===== src/rtl/complex_addsub_pipe_if.sv =====
// Handshake and data bus of the complex add/subtract pipeline: operand side, result side,
// and the saturation counter controls.
interface complex_addsub_pipe_if #(
  parameter int unsigned WIDTH = 32,
  parameter int unsigned CNT_W = 16
);
  logic                    in_valid;
  logic                    in_ready;
  logic signed [WIDTH-1:0] a_real;
  logic signed [WIDTH-1:0] a_im;
  logic signed [WIDTH-1:0] b_real;
  logic signed [WIDTH-1:0] b_im;
  logic                    mode;
  logic                    scale;
  logic                    out_valid;
  logic                    out_ready;
  logic signed [WIDTH-1:0] c_real;
  logic signed [WIDTH-1:0] c_im;
  logic                    ovf;
  logic [CNT_W-1:0]        sat_count;
  logic                    sat_clear;

  modport master (
    output in_valid, a_real, a_im, b_real, b_im, mode, scale, out_ready, sat_clear,
    input  in_ready, out_valid, c_real, c_im, ovf, sat_count
  );

  modport slave (
    input  in_valid, a_real, a_im, b_real, b_im, mode, scale, out_ready, sat_clear,
    output in_ready, out_valid, c_real, c_im, ovf, sat_count
  );
endinterface


===== src/rtl/complex_addsub_pipe.sv =====
// Two-stage valid/ready pipeline computing c = a +/- b on complex operands with
// optional halving, per-lane saturation, and a sticky count of saturated results.
module complex_addsub_pipe #(
  parameter int unsigned WIDTH = 32,
  parameter int unsigned CNT_W = 16
) (
  input logic                  clk,
  input logic                  rst_n,
  complex_addsub_pipe_if.slave bus
);
  localparam int unsigned EW = WIDTH + 1;
  localparam logic [WIDTH-1:0] MAX_V = {1'b0, {(WIDTH-1){1'b1}}};
  localparam logic [WIDTH-1:0] MIN_V = {1'b1, {(WIDTH-1){1'b0}}};

  logic                 s1_valid;
  logic                 s1_scale;
  logic signed [EW-1:0] s1_re;
  logic signed [EW-1:0] s1_im;

  logic                 s2_load_c;
  logic                 s1_load_c;
  logic signed [EW-1:0] re_sum_c;
  logic signed [EW-1:0] im_sum_c;
  logic [WIDTH-1:0]     re_res_c;
  logic [WIDTH-1:0]     im_res_c;
  logic                 re_ovf_c;
  logic                 im_ovf_c;

  // Reduce an exact WIDTH+1 lane value to WIDTH bits: {overflow, result}.
  function automatic logic [WIDTH:0] lane_finish(input logic signed [EW-1:0] s, input logic sc);
    logic [WIDTH:0] r;
    r = {1'b0, s[WIDTH:1]};
    if (!sc) begin
      if (s[WIDTH] != s[WIDTH-1]) r = {1'b1, (s[WIDTH] ? MIN_V : MAX_V)};
      else                        r = {1'b0, s[WIDTH-1:0]};
    end
    return r;
  endfunction

  // in_ready depends only on pipeline occupancy and out_ready.
  assign s2_load_c    = !bus.out_valid || bus.out_ready;
  assign s1_load_c    = !s1_valid || s2_load_c;
  assign bus.in_ready = s1_load_c;

  always_comb begin
    re_sum_c = bus.mode ? (EW'(bus.a_real) - EW'(bus.b_real)) : (EW'(bus.a_real) + EW'(bus.b_real));
    im_sum_c = bus.mode ? (EW'(bus.a_im)   - EW'(bus.b_im))   : (EW'(bus.a_im)   + EW'(bus.b_im));
  end

  always_comb begin
    {re_ovf_c, re_res_c} = lane_finish(s1_re, s1_scale);
    {im_ovf_c, im_res_c} = lane_finish(s1_im, s1_scale);
  end

  // Stage 1: exact sums; scale travels with the data.
  always_ff @(posedge clk or negedge rst_n) begin
    if (!rst_n) begin
      s1_valid <= 1'b0;
      s1_scale <= 1'b0;
      s1_re    <= '0;
      s1_im    <= '0;
    end else if (s1_load_c) begin
      s1_valid <= bus.in_valid;
      if (bus.in_valid) begin
        s1_scale <= bus.scale;
        s1_re    <= re_sum_c;
        s1_im    <= im_sum_c;
      end
    end
  end

  // Stage 2: result register; data only updates on a real load so outputs keep the last result.
  always_ff @(posedge clk or negedge rst_n) begin
    if (!rst_n) begin
      bus.out_valid <= 1'b0;
      bus.c_real    <= '0;
      bus.c_im      <= '0;
      bus.ovf       <= 1'b0;
    end else if (s2_load_c) begin
      bus.out_valid <= s1_valid;
      if (s1_valid) begin
        bus.c_real <= re_res_c;
        bus.c_im   <= im_res_c;
        bus.ovf    <= re_ovf_c | im_ovf_c;
      end
    end
  end

  // Saturating event counter; clear wins over increment.
  always_ff @(posedge clk or negedge rst_n) begin
    if (!rst_n) begin
      bus.sat_count <= '0;
    end else if (bus.sat_clear) begin
      bus.sat_count <= '0;
    end else if (bus.out_valid && bus.out_ready && bus.ovf && (bus.sat_count != '1)) begin
      bus.sat_count <= bus.sat_count + CNT_W'(1);
    end
  end
endmodule


===== src/flat_wrapper.sv =====
// flat-port wrapper written by rule: the top's interface ports become plain ports
module complex_addsub_pipe_flat 
#(
  parameter int unsigned WIDTH = 32,
  parameter int unsigned CNT_W = 16
)
  (clk, rst_n, bus_in_valid, bus_a_real, bus_a_im, bus_b_real, bus_b_im, bus_mode, bus_scale, bus_out_ready, bus_sat_clear, bus_in_ready, bus_out_valid, bus_c_real, bus_c_im, bus_ovf, bus_sat_count);
  complex_addsub_pipe_if #(.WIDTH(WIDTH), .CNT_W(CNT_W)) bus_i ();
  input logic clk;
  input logic rst_n;
  input wire logic [$bits(bus_i.in_valid)-1:0] bus_in_valid;
  input wire logic [$bits(bus_i.a_real)-1:0] bus_a_real;
  input wire logic [$bits(bus_i.a_im)-1:0] bus_a_im;
  input wire logic [$bits(bus_i.b_real)-1:0] bus_b_real;
  input wire logic [$bits(bus_i.b_im)-1:0] bus_b_im;
  input wire logic [$bits(bus_i.mode)-1:0] bus_mode;
  input wire logic [$bits(bus_i.scale)-1:0] bus_scale;
  input wire logic [$bits(bus_i.out_ready)-1:0] bus_out_ready;
  input wire logic [$bits(bus_i.sat_clear)-1:0] bus_sat_clear;
  output wire logic [$bits(bus_i.in_ready)-1:0] bus_in_ready;
  output wire logic [$bits(bus_i.out_valid)-1:0] bus_out_valid;
  output wire logic [$bits(bus_i.c_real)-1:0] bus_c_real;
  output wire logic [$bits(bus_i.c_im)-1:0] bus_c_im;
  output wire logic [$bits(bus_i.ovf)-1:0] bus_ovf;
  output wire logic [$bits(bus_i.sat_count)-1:0] bus_sat_count;
  assign bus_i.in_valid = bus_in_valid;
  assign bus_i.a_real = bus_a_real;
  assign bus_i.a_im = bus_a_im;
  assign bus_i.b_real = bus_b_real;
  assign bus_i.b_im = bus_b_im;
  assign bus_i.mode = bus_mode;
  assign bus_i.scale = bus_scale;
  assign bus_i.out_ready = bus_out_ready;
  assign bus_i.sat_clear = bus_sat_clear;
  assign bus_in_ready = bus_i.in_ready;
  assign bus_out_valid = bus_i.out_valid;
  assign bus_c_real = bus_i.c_real;
  assign bus_c_im = bus_i.c_im;
  assign bus_ovf = bus_i.ovf;
  assign bus_sat_count = bus_i.sat_count;
  complex_addsub_pipe #(.WIDTH(WIDTH), .CNT_W(CNT_W)) u_core (.clk(clk), .rst_n(rst_n), .bus(bus_i));
endmodule

===== config.mk =====
export PLATFORM = sky130hd
export DESIGN_NAME = complex_addsub_pipe_flat
export DESIGN_NICKNAME = d
export VERILOG_FILES = /design/src/rtl/complex_addsub_pipe_if.sv /design/src/rtl/complex_addsub_pipe.sv /design/src/flat_wrapper.sv
export SDC_FILE = /design/constraint.sdc
export NUM_CORES = 1
export LEC_CHECK = 0
export ABC_AREA = 1
export BUFFER_PORTS_ARGS = -buffer_cell sky130_fd_sc_hd__buf_2
export CAP_MARGIN = 20
export CORE_ASPECT_RATIO = 0.9
export CORE_MARGIN = 2
export CORE_UTILIZATION = 45
export CTS_CLUSTER_DIAMETER = 150
export DETAILED_ROUTE_END_ITERATION = 8
export GPL_TIMING_DRIVEN = 0
export PLACE_DENSITY_LB_ADDON = 0.05
export SKIP_LAST_GASP = 1
export SYNTH_ARGS = -nofsm -noshare
export SYNTH_HDL_FRONTEND = slang
export SYNTH_SLANG_ARGS = --single-unit

===== constraint.sdc =====
create_clock -name clk -period 1.93 [get_ports clk]
set_input_delay 0.193 -clock clk [delete_from_list [all_inputs] [get_ports clk]]
set_output_delay 0.193 -clock clk [all_outputs]
set_load 0.03 [all_outputs]

==> impl_metrics.prom, run 1 <==
# TYPE chip_impl_metric gauge
chip_impl_info{name="run_status",value="complete, but fails checks"} 1
chip_impl_info{name="violations_in_the_final_reports",value="negative setup slack"} 1
chip_impl_metric{name="ys_seq_elements",unit=""} 150
chip_impl_metric{name="final_worst_clock_skew",unit="ps"} 19.2
chip_impl_metric{name="setup_slack",unit="ps"} -431
chip_impl_metric{name="max-clock-path-buffers",unit=""} 2
chip_impl_metric{name="dr.first_iter.drc_count",unit=""} 998
chip_impl_info{name="critical_path.reg2reg.endpoint",value="u_core.s1_re[25]"} 1
chip_impl_metric{name="slew-limit-headroom",unit="%"} 63.2
chip_impl_metric{name="synth_enable_flop_cells",unit=""} 0
chip_impl_metric{name="initial_utilization",unit="%"} 46.1
chip_impl_metric{name="hold_violations",unit=""} 0
chip_impl_metric{name="synthSimpleGateAreaFrac",unit="%"} 35.8
chip_impl_metric{name="whs_path_depth",unit=""} 3
chip_impl_metric{name="layout.nets",unit=""} 2699
chip_impl_metric{name="power_leakage",unit="nW"} 9.61
chip_impl_metric{name="final-setup-viol-count",unit=""} 47
chip_impl_info{name="cp-start-kind",value="input pin"} 1
chip_impl_metric{name="post_synth_xor_area_fraction",unit="%"} 5.42
chip_impl_metric{name="grt_first_pass_wirelength",unit="microns"} 71000
chip_impl_metric{name="synth.net_count",unit=""} 2376
chip_impl_metric{name="vdd_drop_max",unit="V"} 0.000652
chip_impl_metric{name="synth_mux_area_share",unit="%"} 0
chip_impl_metric{name="layout.cell_area.non_filler",unit="sq um"} 19000
chip_impl_metric{name="wirelength",unit="microns"} 46100
chip_impl_info{name="setup.worst_path.end_class",value="register"} 1
chip_impl_metric{name="cp_max_fo",unit=""} 4
chip_impl_metric{name="die_h",unit="microns"} 168
chip_impl_metric{name="post_synth_inst_count",unit=""} 2172
chip_impl_metric{name="seqPwrFrac",unit="%"} 29.0
chip_impl_metric{name="part_of_the_yosys_area_used_for_sequential_elements",unit="%"} 28.0
chip_impl_info{name="clockRootBuffer",value="sky130_fd_sc_hd__clkbuf_16"} 1
chip_impl_metric{name="n_antenna_cell",unit=""} 0
chip_impl_metric{name="slew_at_the_pin_closest_to_its_max_slew_limit",unit="ps"} 553
chip_impl_metric{name="cts_buffers",unit=""} 17
chip_impl_metric{name="worst_reg_to_reg_cells",unit=""} 7
chip_impl_metric{name="drive_above_1_share",unit="%"} 35.0
chip_impl_info{name="ys_top_cells_by_area",value="sky130_fd_sc_hd__dfrtp_1 (28%), sky130_fd_sc_hd__nand2_1 (21%), sky130_fd_sc_hd__inv_1 (9.2%)"} 1
chip_impl_metric{name="shortest_clock_period_the_worst_path_allows_after_layout",unit="ps"} 2360
chip_impl_metric{name="avgRoutedWirePerCell",unit="microns"} 15.9
chip_impl_info{name="tritoncts",value="built"} 1
chip_impl_metric{name="post_synth_num_cell_types",unit=""} 44
chip_impl_info{name="synth_top_family_by_area",value="simple AND/OR/NAND/NOR gates"} 1
chip_impl_metric{name="remaining_drc_errors",unit=""} 0
chip_impl_metric{name="fp.dieW",unit="microns"} 186
chip_impl_metric{name="track_usage",unit="%"} 28.8
chip_impl_metric{name="setup.reg_to_reg.worst_slack",unit="ps"} 90
chip_impl_metric{name="design.core.area",unit="sq um"} 29100
chip_impl_metric{name="crit_path_required_time",unit="ps"} 2210
chip_impl_metric{name="cell_internal_pwr",unit="mW"} 9.04
chip_impl_metric{name="global_route.overflow_total",unit=""} 0
chip_impl_metric{name="fmaxAchievable",unit="MHz"} 424
chip_impl_metric{name="placed_instances",unit=""} 2786
chip_impl_metric{name="synth.yosys.warnings",unit=""} 0
chip_impl_metric{name="totalPowerFinal",unit="mW"} 16.6
chip_impl_metric{name="layoutNonFillerInstCount",unit=""} 2904
chip_impl_metric{name="switching_power",unit="mW"} 7.53
chip_impl_metric{name="first_global_vias",unit=""} 13800
chip_impl_metric{name="clockPowerShare",unit="%"} 19.5
chip_impl_metric{name="post_synth_adder_cell_area",unit="%"} 6.55
chip_impl_metric{name="clkSinkCount",unit=""} 150
chip_impl_metric{name="finalSetupTns",unit="ps"} -10960
chip_impl_metric{name="via_count",unit=""} 14900
chip_impl_info{name="synth_most_common_cell",value="sky130_fd_sc_hd__nand2_1"} 1
chip_impl_metric{name="synth.top_cell.area_share",unit="%"} 28.0
chip_impl_metric{name="power.switching_fraction",unit="%"} 45.4
chip_impl_metric{name="antenna_found_initial",unit=""} 0
chip_impl_metric{name="min_period_over_period",unit="%"} 122
chip_impl_metric{name="detailed_place.area",unit="sq um"} 15800
chip_impl_metric{name="synth_compound_area_share",unit="%"} 12.9
chip_impl_metric{name="count_of_input_and_output_buffers",unit=""} 217
chip_impl_info{name="synth_largest_area_cell",value="sky130_fd_sc_hd__dfrtp_1"} 1
chip_impl_metric{name="grt_start_max_net_pins",unit=""} 102
chip_impl_metric{name="number_of_antenna_violating_nets_in_the_routed_design",unit=""} 0
chip_impl_metric{name="num_io_pins",unit=""} 218
chip_impl_metric{name="dpl_worst_slack",unit="ps"} -1010
chip_impl_info{name="timing.hold.worst_endpoint",value="u_core.s1_scale"} 1
chip_impl_metric{name="syn_avg_cell_area",unit="sq um"} 6.17
chip_impl_metric{name="post-route-util",unit="%"} 65.4
chip_impl_metric{name="clock_latency_on_the_worst_skew_pair",unit="ps"} 430
chip_impl_metric{name="deepest_level_of_the_cts_h_tree",unit=""} 4
chip_impl_metric{name="max_cap_violations",unit=""} 0
chip_impl_info{name="dominantRegCellSynth",value="sky130_fd_sc_hd__dfrtp_1"} 1
chip_impl_info{name="unrepaired_setup_endpoints_after_global_routing",value="true"} 1
chip_impl_metric{name="die_area",unit="sq um"} 31200
chip_impl_metric{name="slew_violations",unit=""} 0
chip_impl_metric{name="num_rows",unit=""} 59
chip_impl_info{name="crit_start",value="bus_b_real[3]"} 1
chip_impl_metric{name="avgViaCountPerCell",unit=""} 5.14
chip_impl_metric{name="area_growth",unit="%"} 41.9
chip_impl_metric{name="clk_transition_reported_paths",unit="ps"} 60
chip_impl_info{name="timing_worst_setup_path_type",value="input pin to register"} 1
chip_impl_info{name="min_path_type",value="input pin to register"} 1
chip_impl_info{name="synth.cells.most_frequent",value="sky130_fd_sc_hd__nand2_1 (751), sky130_fd_sc_hd__inv_1 (327), sky130_fd_sc_hd__nor2_1 (185), sky130_fd_sc_hd__o21ai_0 (160), sky130_fd_sc_hd__dfrtp_1 (150)"} 1
chip_impl_metric{name="first_pass_drt_iterations",unit=""} 6
chip_impl_metric{name="gp_routability_congestion",unit=""} 0.982
chip_impl_metric{name="critical_path_arrival",unit="ps"} 2640
chip_impl_info{name="r2r-start",value="u_core.bus.out_valid"} 1
chip_impl_metric{name="async_reset_ff_share",unit="%"} 100
chip_impl_metric{name="p_per_area",unit="nW/um^2"} 871
chip_impl_metric{name="worst_hold_slack",unit="ps"} 31.3
chip_impl_info{name="worst_hold_startpoint",value="bus_scale"} 1
chip_impl_metric{name="post_syn_area",unit="sq um"} 13400
chip_impl_metric{name="p_comb_share",unit="%"} 51.5
chip_impl_metric{name="dpl.hpwl",unit="microns"} 35300
[power by group through the flow]
stage | registers, mW | clock network, mW | logic, mW
6_report | 4.81 | 3.23 | 8.53
5_1_grt | 4.92 | 3.42 | 9.32
4_1_cts | 4.79 | 3.26 | 7.93
3_5_place_dp | 4.84 | 0 | 7.15
3_3_place_gp | 4.83 | 0 | 7.04
2_1_floorplan | 5.90 | 0 | 3.82
[routing by layer]
metal  routed length, microns  track usage, %  vias to the layer above
met1                    22900            45.5                     6811
met5                        0               0                        -
li1                         -               -                     7498
met3                     3080            2.52                       45
met2                    19400            42.0                      586
met4                      661            6.64                        0
[logic make-up (layout without fill, tap and decap cells)]
group / Yosys count / in the layout
AND/OR/NAND/NOR: 1159 / 1159
adder cells (fa/ha/maj): 69 / 69
XOR/XNOR: 83 / 83
buffers and inverters: 391 / 727
flip-flops: 150 / 150
AO/OA/AOI/OAI: 320 / 320
[how the worst max path moves through the flow]
stage,endpoint,slack [ps],depth (start not counted)
after floorplan,u_core.s1_im[27],-300,20
after global placement,u_core.s1_re[28],-1470,1
after detailed placement,u_core.s1_im[30],-1010,16
after CTS,u_core.s1_im[26],-280,25
after global routing,u_core.s1_re[17],-540,19
final,u_core.s1_re[17],-430,19
[registers in the layout, summed over array words and instances (netlist names)]
signal and count:
u_core.bus.c_im 32, u_core.bus.ovf 1, u_core.s1_scale 1, u_core.bus.c_real 32, u_core.s1_im 33, u_core.s1_re 33
u_core.bus.sat_count 16, u_core.bus.out_valid 1, u_core.s1_valid 1
[final cells by class]
type / instances / area (sq um)
Multi-Input combinational cell: 1631 / 10700
Fill cell: 2746 / 10100
Sequential cell: 150 / 3750
Timing Repair Buffer: 304 / 1880
Inverter: 333 / 1310
Tap cell: 396 / 495
Clock buffer: 20 / 447
Buffer: 58 / 335
Clock inverter: 12 / 130
[critical path, stage by stage]
cell and delay, ps:
sky130_fd_sc_hd__buf_2 140, sky130_fd_sc_hd__inv_2 80, sky130_fd_sc_hd__nand3_2 100, sky130_fd_sc_hd__nor2_2 140, sky130_fd_sc_hd__nand2_2 100, sky130_fd_sc_hd__nor2_4 170
sky130_fd_sc_hd__buf_6 110, sky130_fd_sc_hd__nor2_2 40, sky130_fd_sc_hd__xor2_2 190, sky130_fd_sc_hd__ha_4 360, sky130_fd_sc_hd__nand2_4 90, sky130_fd_sc_hd__nor2_4 160
sky130_fd_sc_hd__inv_1 90, sky130_fd_sc_hd__nor2_2 110, sky130_fd_sc_hd__nand4_1 150, sky130_fd_sc_hd__nand3_1 130, sky130_fd_sc_hd__nand2_1 50, sky130_fd_sc_hd__nand3_1 120
sky130_fd_sc_hd__o21ai_0 110
[placed cells by master (no fill, tap or decap), types with 30 or more instances in the layout]
cell and count:
sky130_fd_sc_hd__o21ai_1 30, sky130_fd_sc_hd__o21ai_0 136, sky130_fd_sc_hd__dfrtp_1 150, sky130_fd_sc_hd__clkbuf_1 33
sky130_fd_sc_hd__nand2_4 42, sky130_fd_sc_hd__inv_1 279, sky130_fd_sc_hd__xor2_1 42, sky130_fd_sc_hd__inv_2 46
sky130_fd_sc_hd__nand2_1 606, sky130_fd_sc_hd__nor2_4 53, sky130_fd_sc_hd__nand3_1 93, sky130_fd_sc_hd__buf_2 217
sky130_fd_sc_hd__nor2_2 43, sky130_fd_sc_hd__a21oi_2 40, sky130_fd_sc_hd__nand2_2 112, sky130_fd_sc_hd__buf_4 84
sky130_fd_sc_hd__a21oi_1 54, sky130_fd_sc_hd__nand3_2 37, sky130_fd_sc_hd__nor2_1 98, sky130_fd_sc_hd__ha_4 48
[what timing repair did]
action / in CTS / in global routing
setup endpoints to repair: 61 / 57
pin swaps: 194 / 139
hold buffers: 2 / 0
buffers inserted: 58 / 26
hold endpoints to repair: 50 / 0
resized for setup: 296 / 207
No activity file was read; power rests on OpenSTA's default activity.
==> run 2, diff against run 1 <==
- GPL_TIMING_DRIVEN: 0 -> not set
==> run 2 against run 1 <==
Compared with the run above: the run still ends with negative setup slack left; routed wire length increased by 0.88%; clock power hardly changed; total power up 5.0%; largest cell class unchanged.
==> impl_metrics.prom, run 2 (synthesized netlist as in run 1, its figures left out) <==
# TYPE chip_impl_metric gauge
chip_impl_metric{name="totalPowerFinal",unit="mW"} 17.4
chip_impl_metric{name="layoutNonFillerInstCount",unit=""} 3110
chip_impl_metric{name="slew_at_the_pin_closest_to_its_max_slew_limit",unit="ps"} 660
chip_impl_metric{name="clk_transition_reported_paths",unit="ps"} 60
chip_impl_info{name="layout.cells.most_common_list",value="sky130_fd_sc_hd__nand2_1 (573), sky130_fd_sc_hd__buf_4 (320), sky130_fd_sc_hd__inv_1 (269)"} 1
chip_impl_info{name="timing.critical_path.cells",value="buf_8, inv_12, ha_4, nand2_4, nor2_4, nand3_4, o21ai_4, o21ai_2, xor2_2, ha_4, nand2_1, nand2_1, nand2_1, nand3_2, o21bai_1, nor2_1, nand2_1, nand2_1, nand3_2, nand2_1"} 1
chip_impl_info{name="worst_hold_startpoint",value="bus_scale"} 1
chip_impl_metric{name="antenna_found_initial",unit=""} 3
chip_impl_metric{name="number_of_antenna_violating_nets_in_the_routed_design",unit=""} 0
chip_impl_metric{name="max-clock-path-buffers",unit=""} 2
chip_impl_metric{name="setup.reg_to_reg.worst_slack",unit="ps"} 180
chip_impl_info{name="critical_path.top_delay_family",value="simple AND/OR/NAND/NOR gates"} 1
chip_impl_metric{name="num_io_pins",unit=""} 218
chip_impl_info{name="final_common_cell",value="sky130_fd_sc_hd__nand2_1"} 1
chip_impl_metric{name="fmaxAchievable",unit="MHz"} 439
chip_impl_metric{name="seqPwrFrac",unit="%"} 27.7
chip_impl_metric{name="shortest_clock_period_the_worst_path_allows_after_layout",unit="ps"} 2280
chip_impl_info{name="run_status",value="complete, but fails checks"} 1
chip_impl_metric{name="grt_first_pass_wirelength",unit="microns"} 72300
chip_impl_info{name="critical_path.reg2reg.endpoint",value="u_core.bus.sat_count[11]"} 1
chip_impl_metric{name="wirelength",unit="microns"} 46500
chip_impl_metric{name="cell_internal_pwr",unit="mW"} 9.59
chip_impl_metric{name="max_cap_violations",unit=""} 0
chip_impl_metric{name="dr.first_iter.drc_count",unit=""} 1114
chip_impl_info{name="min_path_type",value="input pin to register"} 1
chip_impl_metric{name="drive_above_1_share",unit="%"} 42.0
chip_impl_metric{name="avgRoutedWirePerCell",unit="microns"} 15.0
chip_impl_metric{name="critPathMaxStageDelay",unit="ps"} 260
chip_impl_metric{name="switching_power",unit="mW"} 7.81
chip_impl_metric{name="avgViaCountPerCell",unit=""} 5.02
chip_impl_metric{name="power.switching_fraction",unit="%"} 44.9
chip_impl_metric{name="clock_latency_on_the_worst_skew_pair",unit="ps"} 420
chip_impl_metric{name="clockPowerShare",unit="%"} 18.4
chip_impl_metric{name="crit_path_required_time",unit="ps"} 2290
chip_impl_info{name="setup.worst_path.end_class",value="register"} 1
chip_impl_metric{name="gp_routability_congestion",unit=""} 0.969
chip_impl_metric{name="placed_instances",unit=""} 3009
chip_impl_metric{name="power_leakage",unit="nW"} 10.8
chip_impl_metric{name="cts_buffers",unit=""} 17
chip_impl_metric{name="global_route.overflow_total",unit=""} 0
chip_impl_metric{name="fp.dieW",unit="microns"} 186
chip_impl_metric{name="remaining_drc_errors",unit=""} 0
chip_impl_info{name="unrepaired_setup_endpoints_after_global_routing",value="true"} 1
chip_impl_metric{name="grt_start_max_net_pins",unit=""} 70
chip_impl_metric{name="cp_max_fo",unit=""} 4
chip_impl_info{name="slowest_stage",value="sky130_fd_sc_hd__ha_4"} 1
chip_impl_metric{name="hold_violations",unit=""} 0
chip_impl_metric{name="p_per_area",unit="nW/um^2"} 828
chip_impl_metric{name="dpl.hpwl",unit="microns"} 35400
chip_impl_metric{name="vdd_drop_max",unit="V"} 0.000657
chip_impl_info{name="timing_worst_setup_path_type",value="input pin to register"} 1
chip_impl_info{name="critical-path-top-cell-by-count",value="sky130_fd_sc_hd__nand2_1"} 1
chip_impl_metric{name="clkSinkCount",unit=""} 150
chip_impl_metric{name="p_comb_share",unit="%"} 53.9
chip_impl_metric{name="design.core.area",unit="sq um"} 29100
chip_impl_info{name="violations_in_the_final_reports",value="negative setup slack"} 1
chip_impl_metric{name="finalSetupTns",unit="ps"} -8750
chip_impl_info{name="timing.hold.worst_endpoint",value="u_core.s1_scale"} 1
chip_impl_metric{name="dpl_worst_slack",unit="ps"} -835
chip_impl_metric{name="final_worst_clock_skew",unit="ps"} 7.98
chip_impl_metric{name="worst_reg_to_reg_cells",unit=""} 11
chip_impl_metric{name="first_pass_drt_iterations",unit=""} 5
chip_impl_info{name="r2r-start",value="u_core.bus.sat_count[1]"} 1
chip_impl_metric{name="count_of_input_and_output_buffers",unit=""} 217
chip_impl_metric{name="slew_violations",unit=""} 0
chip_impl_metric{name="min_period_over_period",unit="%"} 118
chip_impl_metric{name="slew-limit-headroom",unit="%"} 55.8
chip_impl_metric{name="first_global_vias",unit=""} 14400
chip_impl_metric{name="deepest_level_of_the_cts_h_tree",unit=""} 4
chip_impl_metric{name="initial_utilization",unit="%"} 46.1
chip_impl_metric{name="num_rows",unit=""} 59
chip_impl_metric{name="setup_slack",unit="ps"} -348
chip_impl_metric{name="layout.nets",unit=""} 2903
chip_impl_metric{name="whs_path_depth",unit=""} 3
chip_impl_metric{name="die_area",unit="sq um"} 31200
chip_impl_metric{name="via_count",unit=""} 15600
chip_impl_info{name="clockRootBuffer",value="sky130_fd_sc_hd__clkbuf_16"} 1
chip_impl_info{name="reg_top3",value="u_core.s1_im x33, u_core.s1_re x33"} 1
chip_impl_metric{name="final-setup-viol-count",unit=""} 46
chip_impl_info{name="cp-start-kind",value="input pin"} 1
chip_impl_info{name="tritoncts",value="built"} 1
chip_impl_metric{name="die_h",unit="microns"} 168
chip_impl_metric{name="critical_path_arrival",unit="ps"} 2640
chip_impl_metric{name="area_growth",unit="%"} 56.8
chip_impl_metric{name="track_usage",unit="%"} 28.7
chip_impl_metric{name="worstPathBufferInverterCount",unit=""} 2
==> run 2: through the flow <==
step | utilization [%] | hold WS [ps] | area (sq um)
final | 72.3 | 31.7 | 21000
after global routing | 72.3 | 56.1 | 21000
after CTS | 67.6 | 16.7 | 19700
after detailed placement | 60.9 | 42.2 | 17700
after global placement | 60.9 | 42.3 | 17700
after floorplan | - | -103 | 14200
==> run 2: worst max path at each step <==
stage,startpoint,endpoint,slack [ps],cells past startpoint
4_1_cts,bus_b_im[12],u_core.s1_im[29],-250,18
3_5_place_dp,bus_b_real[6],u_core.s1_re[25],-830,20
6_report,bus_b_real[1],u_core.s1_re[25],-350,20
5_1_grt,bus_b_im[15],u_core.s1_im[28],-490,23
2_1_floorplan,bus_b_im[14],u_core.s1_im[27],-300,20
3_3_place_gp,bus_b_real[4],u_core.s1_re[32],-820,22
==> run 2: final cells by class <==
| class | count | area (sq um) |
|---|---|---|
| fillers | 2485 | 8070 |
| flip-flops and latches | 150 | 3750 |
| diodes | 2 | 5.00 |
| well taps | 396 | 495 |
| inverters | 333 | 1330 |
| repair buffers | 566 | 4030 |
| multi-input cells | 1631 | 10800 |
| clock inverters | 14 | 141 |
| clock buffers | 18 | 429 |
==> run 2: what timing repair did <==
item / in CTS / in global routing
gates resized for setup: 284 / 278
setup buffers: 34 / 33
cloned: 0 / 0
endpoints found under the hold margin: 145 / 0
endpoints found under the setup margin: 52 / 60
hold buffers: 2 / 0
pin swaps: 203 / 178
==> run 2: tightest hold or removal path, stage by stage <==
cell	delay (ps)
sky130_fd_sc_hd__buf_2	90
sky130_fd_sc_hd__nand2_1	60
sky130_fd_sc_hd__o21ai_0	70
==> run 2: power groups by stage <==
stage / Clock [mW] / Combinational (mW) / Sequential, mW
2_1_floorplan: 0 / 3.82 / 5.90
3_3_place_gp: 0 / 7.76 / 4.83
3_5_place_dp: 0 / 7.86 / 4.85
4_1_cts: 3.26 / 8.54 / 4.80
5_1_grt: 3.40 / 10.2 / 4.93
6_report: 3.21 / 9.37 / 4.82
==> run 2: layer usage <==
layer  track usage (%)  share of wire (%)  up-vias
met3              3.59                7.2       36
met2              40.9                 41      535
met4              4.14               0.74        6
li1                  -                  -     7905
met1              46.5                 51     7125
met5                 0              0.088        -
==> run 3, diff against run 2 <==
- MAX_ROUTING_LAYER: not set -> met4
==> run 3 against run 2 <==
Compared with the run above: the flow still finishes with violations (negative setup slack); via count fell by 1.7%; global-route usage grew 0.35 points; maximum frequency up 1.7%; clock-buffer cell count fell by 1; setup slack better by 38 ps; combinational power is 1% lower.
==> impl_metrics.prom, run 3 (synthesized netlist as in run 1, its figures left out) <==
# TYPE chip_impl_metric gauge
chip_impl_metric{name="track_usage",unit="%"} 29.1
chip_impl_info{name="timing_worst_setup_path_type",value="input pin to register"} 1
chip_impl_metric{name="power.switching_fraction",unit="%"} 45.2
chip_impl_metric{name="placed_instances",unit=""} 3006
chip_impl_metric{name="p_per_area",unit="nW/um^2"} 825
chip_impl_metric{name="dpl.hpwl",unit="microns"} 35000
chip_impl_metric{name="finalSetupTns",unit="ps"} -8720
chip_impl_metric{name="num_rows",unit=""} 59
chip_impl_metric{name="count_of_input_and_output_buffers",unit=""} 217
chip_impl_metric{name="setup_slack",unit="ps"} -310
chip_impl_metric{name="max_cap_violations",unit=""} 0
chip_impl_metric{name="cell_internal_pwr",unit="mW"} 9.41
chip_impl_metric{name="fp.dieW",unit="microns"} 186
chip_impl_metric{name="gp_routability_congestion",unit=""} 0.965
chip_impl_metric{name="critical_path_arrival",unit="ps"} 2550
chip_impl_metric{name="die_area",unit="sq um"} 31200
chip_impl_metric{name="fmaxAchievable",unit="MHz"} 447
chip_impl_metric{name="dr.first_iter.drc_count",unit=""} 1086
chip_impl_metric{name="crit_path_required_time",unit="ps"} 2240
chip_impl_metric{name="avgViaCountPerCell",unit=""} 4.95
chip_impl_metric{name="grt_start_max_net_pins",unit=""} 70
chip_impl_metric{name="layout.cell_area.non_filler",unit="sq um"} 20800
chip_impl_metric{name="wirelength",unit="microns"} 45300
chip_impl_metric{name="first_pass_drt_iterations",unit=""} 8
chip_impl_metric{name="deepest_level_of_the_cts_h_tree",unit=""} 4
chip_impl_metric{name="hold_violations",unit=""} 0
chip_impl_info{name="violations_in_the_final_reports",value="negative setup slack"} 1
chip_impl_metric{name="switching_power",unit="mW"} 7.78
chip_impl_info{name="critical_path.top_delay_family",value="simple AND/OR/NAND/NOR gates"} 1
chip_impl_metric{name="die_h",unit="microns"} 168
chip_impl_metric{name="num_io_pins",unit=""} 218
chip_impl_metric{name="grt_first_pass_wirelength",unit="microns"} 70900
chip_impl_metric{name="cp_max_fo",unit=""} 4
chip_impl_metric{name="drive_above_1_share",unit="%"} 40.6
chip_impl_info{name="setup.worst_path.end_class",value="register"} 1
chip_impl_metric{name="design.core.area",unit="sq um"} 29100
chip_impl_metric{name="first_global_vias",unit=""} 14100
chip_impl_metric{name="slew-limit-headroom",unit="%"} 56.7
chip_impl_metric{name="p_comb_share",unit="%"} 53.7
chip_impl_metric{name="remaining_drc_errors",unit=""} 0
chip_impl_info{name="run_status",value="complete, but fails checks"} 1
chip_impl_metric{name="slew_violations",unit=""} 0
chip_impl_metric{name="clock_latency_on_the_worst_skew_pair",unit="ps"} 430
chip_impl_metric{name="shortest_clock_period_the_worst_path_allows_after_layout",unit="ps"} 2240
chip_impl_info{name="timing.critical_path.cells",value="buf_8, inv_6, ha_4, nand2_4, nor2_4, nand3_4, nand2_4, nand2_4, a21oi_2, xor2_1, ha_2, nand2_2, inv_1, nand2_1, nand3_2, o21bai_1, nor2_1, nand3_1, nand3_1, nand2_1"} 1
chip_impl_metric{name="final_worst_clock_skew",unit="ps"} 9.23
chip_impl_info{name="layout.cells.most_common_list",value="sky130_fd_sc_hd__nand2_1 (577), sky130_fd_sc_hd__buf_4 (307), sky130_fd_sc_hd__inv_1 (277)"} 1
chip_impl_metric{name="vdd_drop_max",unit="V"} 0.000713
chip_impl_metric{name="detailed_place.area",unit="sq um"} 17700
chip_impl_metric{name="number_of_antenna_violating_nets_in_the_routed_design",unit=""} 0
chip_impl_info{name="min_path_type",value="input pin to register"} 1
chip_impl_info{name="critical-path-top-cell-by-count",value="sky130_fd_sc_hd__nand2_4"} 1
chip_impl_metric{name="slew_at_the_pin_closest_to_its_max_slew_limit",unit="ps"} 648
chip_impl_metric{name="post-route-util",unit="%"} 71.6
chip_impl_metric{name="avgRoutedWirePerCell",unit="microns"} 14.6
chip_impl_metric{name="critPathMaxStageDelay",unit="ps"} 350
chip_impl_metric{name="antenna_found_initial",unit=""} 4
chip_impl_metric{name="clk_transition_reported_paths",unit="ps"} 60
chip_impl_metric{name="layoutNonFillerInstCount",unit=""} 3101
chip_impl_metric{name="cts_buffers",unit=""} 17
chip_impl_info{name="cp-start-kind",value="input pin"} 1
chip_impl_info{name="reg_top3",value="u_core.s1_im x33, u_core.s1_re x33"} 1
chip_impl_metric{name="clkSinkCount",unit=""} 150
chip_impl_info{name="tritoncts",value="built"} 1
chip_impl_metric{name="min_period_over_period",unit="%"} 116
chip_impl_info{name="final_common_cell",value="sky130_fd_sc_hd__nand2_1"} 1
chip_impl_metric{name="layout.nets",unit=""} 2891
chip_impl_metric{name="final-setup-viol-count",unit=""} 48
chip_impl_metric{name="clockPowerShare",unit="%"} 18.3
chip_impl_metric{name="via_count",unit=""} 15300
chip_impl_metric{name="power_leakage",unit="nW"} 10.7
chip_impl_metric{name="global_route.overflow_total",unit=""} 0
chip_impl_info{name="unrepaired_setup_endpoints_after_global_routing",value="true"} 1
chip_impl_metric{name="area_growth",unit="%"} 55.4
chip_impl_metric{name="initial_utilization",unit="%"} 46.1
chip_impl_info{name="clockRootBuffer",value="sky130_fd_sc_hd__clkbuf_16"} 1
chip_impl_metric{name="worstPathBufferInverterCount",unit=""} 3
chip_impl_metric{name="seqPwrFrac",unit="%"} 28.1
chip_impl_info{name="slowest_stage",value="sky130_fd_sc_hd__ha_2"} 1
chip_impl_metric{name="max-clock-path-buffers",unit=""} 2
==> run 3: cell types whose count changed in the layout (fill, tap and decap cells not counted), sizes merged <==
| cell | delta |
|---|---|
| diode | +3 |
| bufinv | -1 |
| clkbuf | -1 |
| buf | -12 |
| clkinvlp | -2 |
| inv | +1 |
| clkinv | +3 |
==> run 3: power by group through the flow <==
| stage | Combinational, mW | Clock [mW] | Sequential (mW) |
|---|---|---|---|
| 6_report | 9.23 | 3.14 | 4.82 |
| 5_1_grt | 10.1 | 3.34 | 4.95 |
| 4_1_cts | 8.58 | 3.20 | 4.81 |
| 3_5_place_dp | 7.86 | 0 | 4.85 |
| 3_3_place_gp | 7.76 | 0 | 4.83 |
| 2_1_floorplan | 3.82 | 0 | 5.90 |
==> run 3: metrics by stage <==
stage | power (mW) | setup WS [ps] | hold slack [ps]
6_report | 17.2 | -310 | 21.4
2_1_floorplan | 9.72 | -295 | -103
5_1_grt | 18.3 | -483 | 44.4
4_1_cts | 16.6 | -253 | 14.5
3_5_place_dp | 12.7 | -867 | 116
3_3_place_gp | 12.6 | -806 | 117
==> run 3: area by class of cell <==
cell class | instances | area (sq um)
antenna | 5 | 12.5
clock buffer | 17 | 425
clock inverter | 15 | 138
fill | 2466 | 8260
inverter | 333 | 1330
multi-input combinational | 1631 | 10700
sequential | 150 | 3750
tap | 396 | 495
timing repair buffer | 554 | 3960
==> run 3: final timing paths <==
path / slack, ps / depth (start not counted) / from / endpoint
setup / recovery: -310 / 20 / bus_b_real[0] / u_core.s1_re[26]
hold / removal: 20 / 3 / bus_scale / u_core.s1_scale
max in group asynchronous: 1110 / 3 / rst_n / u_core.bus.c_im[3]
setup reg to reg: 220 / 10 / u_core.bus.sat_count[0] / u_core.bus.sat_count[13]
min in group asynchronous: 220 / 2 / rst_n / u_core.bus.sat_count[6]
hold reg to reg: 470 / 2 / u_core.bus.c_im[8] / u_core.bus.c_im[8]
==> run 3: what timing repair did <==
action	in CTS	in global routing
buffers inserted	38	19
endpoints found under the setup margin	50	54
endpoints found under the hold margin	34	0
pin swaps	185	160
resized for setup	280	249
hold buffers	2	0
==> run 3: worst register-to-register path: cells and delay by family, from the launching register on <==
family	cells	cell delay (ps)
buffers and inverters	2	330
DFF	1	410
adders and majority gates	1	220
AOI/OAI and AO/OA	1	70
and+or+nand+nor	6	580
==> run 3: per-layer routing <==
metal  vias to the layer above  wire [microns]  track usage [%]
li1                       7884               -                -
met1                      6949           23800             46.0
met2                       467           18300             39.5
met3                        39            2880             3.52
met4                         0             432             4.90
met5                         -               0                -
